## src/rtl/ped_request_ctrl.sv

```systemverilog
// rtl/ped_request_ctrl.sv - pedestrian request front end: button debounce, walk/clear timing
// Outputs are decoded from registered state only, so no input reaches an output combinationally.
module ped_request_ctrl #(
  parameter int DEBOUNCE_CYCLES = 4,
  parameter int WALK_TIME       = 6,
  parameter int CLEAR_TIME      = 3
) (
  input  logic       clk,
  input  logic       rst,
  input  logic       tick,
  input  logic       button_raw,
  input  logic       grant,
  output logic       ped_req,
  output logic       ped_signal,
  output logic       ped_flash,
  output logic       ped_done,
  output logic [6:0] time_left,
  output logic       busy
);

  typedef enum logic [2:0] {IDLE, REQ, WALK, CLEAR, DONE} state_t;

  localparam logic [7:0] DEB_MAX = 8'(DEBOUNCE_CYCLES);
  localparam logic [6:0] WALK_T  = 7'(WALK_TIME);
  localparam logic [6:0] CLEAR_T = 7'(CLEAR_TIME);

  state_t     state_q, state_d;
  logic       sync1_q, sync2_q;
  logic [7:0] deb_q, deb_d;
  logic [6:0] time_q, time_d;
  logic       flash_q, flash_d;
  logic       pending_q, pending_d;
  logic       press;

  always_ff @(posedge clk or posedge rst) begin
    if (rst) begin
      sync1_q   <= 1'b0;
      sync2_q   <= 1'b0;
      deb_q     <= 8'd0;
      state_q   <= IDLE;
      time_q    <= 7'd0;
      flash_q   <= 1'b0;
      pending_q <= 1'b0;
    end else begin
      sync1_q   <= button_raw;
      sync2_q   <= sync1_q;
      deb_q     <= deb_d;
      state_q   <= state_d;
      time_q    <= time_d;
      flash_q   <= flash_d;
      pending_q <= pending_d;
    end
  end

  // press fires only on the step into saturation, so a held button yields one event
  always_comb begin
    deb_d = deb_q;
    press = 1'b0;
    if (!sync2_q) begin
      deb_d = 8'd0;
    end else if (deb_q != DEB_MAX) begin
      deb_d = deb_q + 8'd1;
      press = (deb_q == DEB_MAX - 8'd1);
    end
  end

  always_comb begin
    state_d   = state_q;
    time_d    = time_q;
    flash_d   = flash_q;
    pending_d = pending_q;
    case (state_q)
      IDLE: begin
        if (press) state_d = REQ;
      end
      REQ: begin
        if (grant) begin
          state_d = WALK;
          time_d  = WALK_T;
        end
      end
      WALK: begin
        if (press) pending_d = 1'b1;
        // losing grant aborts the walk but still runs the full clearance
        if (!grant || (tick && time_q == 7'd1)) begin
          state_d = CLEAR;
          time_d  = CLEAR_T;
          flash_d = 1'b1;
        end else if (tick) begin
          time_d = time_q - 7'd1;
        end
      end
      CLEAR: begin
        if (press) pending_d = 1'b1;
        if (tick) begin
          flash_d = ~flash_q;
          if (time_q == 7'd1) begin
            state_d = DONE;
            time_d  = 7'd0;
          end else begin
            time_d = time_q - 7'd1;
          end
        end
      end
      DONE: begin
        state_d   = (pending_q || press) ? REQ : IDLE;
        pending_d = 1'b0;
        time_d    = 7'd0;
        flash_d   = 1'b0;
      end
      default: begin
        state_d = IDLE;
        time_d  = 7'd0;
        flash_d = 1'b0;
      end
    endcase
  end

  assign ped_req    = (state_q == REQ) || (state_q == WALK) || (state_q == CLEAR);
  assign ped_signal = (state_q == WALK);
  assign ped_flash  = (state_q == CLEAR) && flash_q;
  assign ped_done   = (state_q == DONE);
  assign time_left  = time_q;
  assign busy       = (state_q != IDLE);

endmodule

```

## config.mk

```make
export PLATFORM = sky130hd
export DESIGN_NAME = ped_request_ctrl
export DESIGN_NICKNAME = d
export VERILOG_FILES = /design/src/rtl/ped_request_ctrl.sv
export SDC_FILE = /design/constraint.sdc
export NUM_CORES = 1
export LEC_CHECK = 0
export CAP_MARGIN = 40
export CORE_MARGIN = 2
export CORE_UTILIZATION = 55
export DETAILED_ROUTE_END_ITERATION = 6
export DONT_BUFFER_PORTS = 1
export PLACE_DENSITY_LB_ADDON = 0.12
export SYNTH_ARGS = -nofsm -noshare
export SYNTH_HDL_FRONTEND = slang
export SYNTH_SLANG_ARGS = --single-unit
```

## constraint.sdc

```tcl
create_clock -name clk -period 2.3 [get_ports clk]
set_input_delay 0.69 -clock clk [delete_from_list [all_inputs] [get_ports clk]]
set_output_delay 0.69 -clock clk [all_outputs]
set_load 0.02 [all_outputs]
```

==> results of run 1 <==
[registers in the layout (all words and copies together), names as in the netlist]
name and cells:
deb_q 8, time_left 7, state_q 3, flash_q 1, pending_q 1, sync1_q 1, sync2_q 1
[layout by cell type (no fill, tap or decap), types with 2 or more instances in the layout]
cell type / count
clkbuf_4: 3
a21o_1: 2
or4_1: 3
a21oi_1: 5
and2_1: 8
o21ai_0: 6
or3_1: 2
nand4_1: 4
ha_1: 4
nor2_1: 8
buf_4: 3
nand3_1: 9
o311ai_0: 2
inv_1: 10
nand2_1: 7
xnor2_1: 6
or4_4: 2
o32ai_1: 2
nor2b_1: 2
dfrtp_1: 21
and3_1: 4
nand2b_1: 2
[final cells by class]
cell class / count / area share [%]
multi-input combinational: 99 / 49.1
inverter: 10 / 2.73
clock buffer: 3 / 1.64
sequential: 22 / 40.2
timing repair buffer: 3 / 1.64
tap: 28 / 2.55
clock inverter: 1 / 2.19
[through the flow]
step | power, mW | hold WS [ns] | cell area (sq um) | utilization, %
final | 1.62 | 0.291 | 1370 | 62.1
after global routing | 1.75 | 0.300 | 1370 | 62.1
after CTS | 1.63 | 0.292 | 1370 | 62.0
after detailed placement | 1.33 | 0.340 | 1320 | 59.7
after global placement | 1.30 | 0.339 | 1320 | 59.7
after floorplan | 1.17 | 0.331 | 1280 | -
[worst reg2reg max path, delay by kind of cell, from the launching register on]
| family | cells | cell delay (ns) |
|---|---|---|
| buffers and inverters | 1 | 0.15 |
| AOI/OAI and AO/OA | 1 | 0.38 |
| DFF | 1 | 0.52 |
| adders and majority gates | 1 | 0.22 |
| and+or+nand+nor | 3 | 0.76 |
[routing by layer]
| layer | vias up | global-route usage, % | part of all wire (%) |
|---|---|---|---|
| met1 | 495 | 34.0 | 51 |
| met5 | - | 0 | 0 |
| met4 | 0 | 5.13 | 0.66 |
| li1 | 501 | - | - |
| met3 | 2 | 4.00 | 4.0 |
| met2 | 27 | 35.2 | 44 |
[power breakdown]
part	internal, mW	total (mW)	leakage (nW)	switching, mW
registers	0.480	0.712	0.279	0.232
clock network	0.176	0.291	0.0279	0.115
logic	0.260	0.617	0.325	0.357
total	0.916	1.62	0.632	0.704
[worst max path at each step]
stage,startpoint,to,slack [ns],cells after the start
after floorplan,time_left[1],time_left[6],0.40,6
after global placement,time_left[1],time_left[6],0.31,6
after detailed placement,time_left[1],time_left[6],0.25,6
after CTS,state_q[1],ped_signal,0.07,2
after global routing,state_q[2],ped_signal,0.04,2
final,state_q[2],ped_signal,0.12,2
[cells by family (layout without fill, tap and decap cells)]
| group | Yosys count | count (layout) | share of synthesized area, % |
|---|---|---|---|
| AND/OR/NAND/NOR | 57 | 57 | 25.8 |
| XOR/XNOR | 6 | 6 | 4.11 |
| flip-flops | 22 | 22 | 43.1 |
| buffers and inverters | 14 | 17 | 4.21 |
| adder cells (fa/ha/maj) | 4 | 4 | 3.91 |
| multiplexers | 1 | 1 | 0.783 |
| AO/OA/AOI/OAI | 31 | 31 | 18.1 |
[timing repair]
action	in CTS	in global routing
buffers inserted	0	0
resized for setup	0	1
endpoints found under the setup margin	0	2
==> out/summary.txt, run 1 <==
Outcome -> complete, no violations
Yosys reg bits -> 22
Crit. End Element -> output port
Cts bufs inserted -> 3
Starting Density -> 57.8%
Kind of critical path -> reg -> out
Crit-path leading delay family -> simple AND/OR/NAND/NOR gates
CP max stage cell -> dfrtp_1
Startpoint Class -> register
Placed cells -> 162
Io pins -> 17
Worst-case reg-to-reg path depth -> 6
FMAX -> 459 MHz
Top cell type's share of synthesized area -> 43.1%
Hpwl dp -> 1.89 mm
Share of layout cells above drive strength 1 -> 8.70%
Syn. warnings -> 0
Dpl ws -> 0.252 ns
WL final -> 2.59 mm
Number of global-route vias before repair -> 1040
Reg-to-reg endpoint -> time_left[6]
Reg2reg start -> time_left[1]
Clk root buf -> clkbuf_4
Clk pin slew, worst setup/hold paths -> 0.12 ns
Most frequent cell after synthesis -> dfrtp_1
Worst VDD drop -> 884 uV
Data required, critical path -> 1.61 ns
Crit path DAT -> 1.49 ns
Post-Syn Area -> 0.00128 sq mm
Reg2Reg Setup Slack -> 0.22 ns
Worst-skew pair later-pin latency -> 0.30 ns
Setup WS post-layout -> 0.119 ns
Clock Path Buffers -> 2
TritonCTS clock tree -> done
Synth top area cells -> dfrtp_1, xnor2_1, and2_1
Average size of a mapped cell -> 9.47 sq um
Top FF cell, synth -> dfrtp_1
# diodes -> 0
Htree depth -> 1
Post-synth top cells -> dfrtp_1, inv_1, nand3_1, and2_1, nor2_1
First-pass GRT wire length -> 4.68 mm
Synthesis-to-layout area growth -> 7.44%
Initial antenna violation count -> 0
Antenna-violating nets left -> 0
Buf/Inv on CP -> 0
Mapped Cells -> 135
Min cycle time layout -> 2.18 ns
Synth cell types -> 43
Port bufs -> 0
Synth area leader -> dfrtp_1
Post-Route Setup TNS -> 0 ns
Headroom to the max-slew limit -> 65.7%
NumNets Final -> 148
Max-cap violation count -> 0
WL per Instance -> 15.6 microns
DR vias -> 1025
DRT Pass-1 Iters -> 4
Routability Congestion -> 0.927
# fillers -> 207
Chip width -> 52.2 microns
Die H -> 52.2 microns
Sequential area share after synthesis -> 43.1%
Async SR Flop Fraction -> 100%
Site Rows -> 17
EDFF count, synth -> 0
PwrDens -> 1180 mW/mm^2
Crit-path cells -> nand2b_1, nor2_1
Worst Clk Skew -> 0.00458 ns
Worst slew pin tran -> 0.512 ns
Core area -> 0.00221 sq mm
# DRC -> 0
Leakage -> 0.632 nW
Vias per inst -> 6.17
Worst path max stage delay -> 0.55 ns
CTS Sinks -> 22
Area of the multi-input gates -> 674 sq um
Hold Crit Class -> in -> async
Final Non-Filler Cells -> 166
RSZ-0062 raised after global routing -> no
Mapped Nets -> 144
CTS hold repair buffers -> 0
Drt initial violations -> 33
Setup violations, final -> 0
Crit share post-route -> 94.8%
Die area -> 0.00273 sq mm
Max Slew Vio Count -> 0
GRT Util Overall -> 22.9%
Hold Fails Final Rpt -> 0
Largest net degree at the start of global routing -> 23
GRT overflow -> 0
CP Max Fanout -> 13
Sequential standard cell area -> 552 sq um
No activity file was read; power rests on OpenSTA's default activity.
==> run 2, diff against run 1 <==
Settings changed: TNS_END_PERCENT set to 10.
==> results of run 2 <==
Final layout, timing and power as in run 1 (identical DEF).
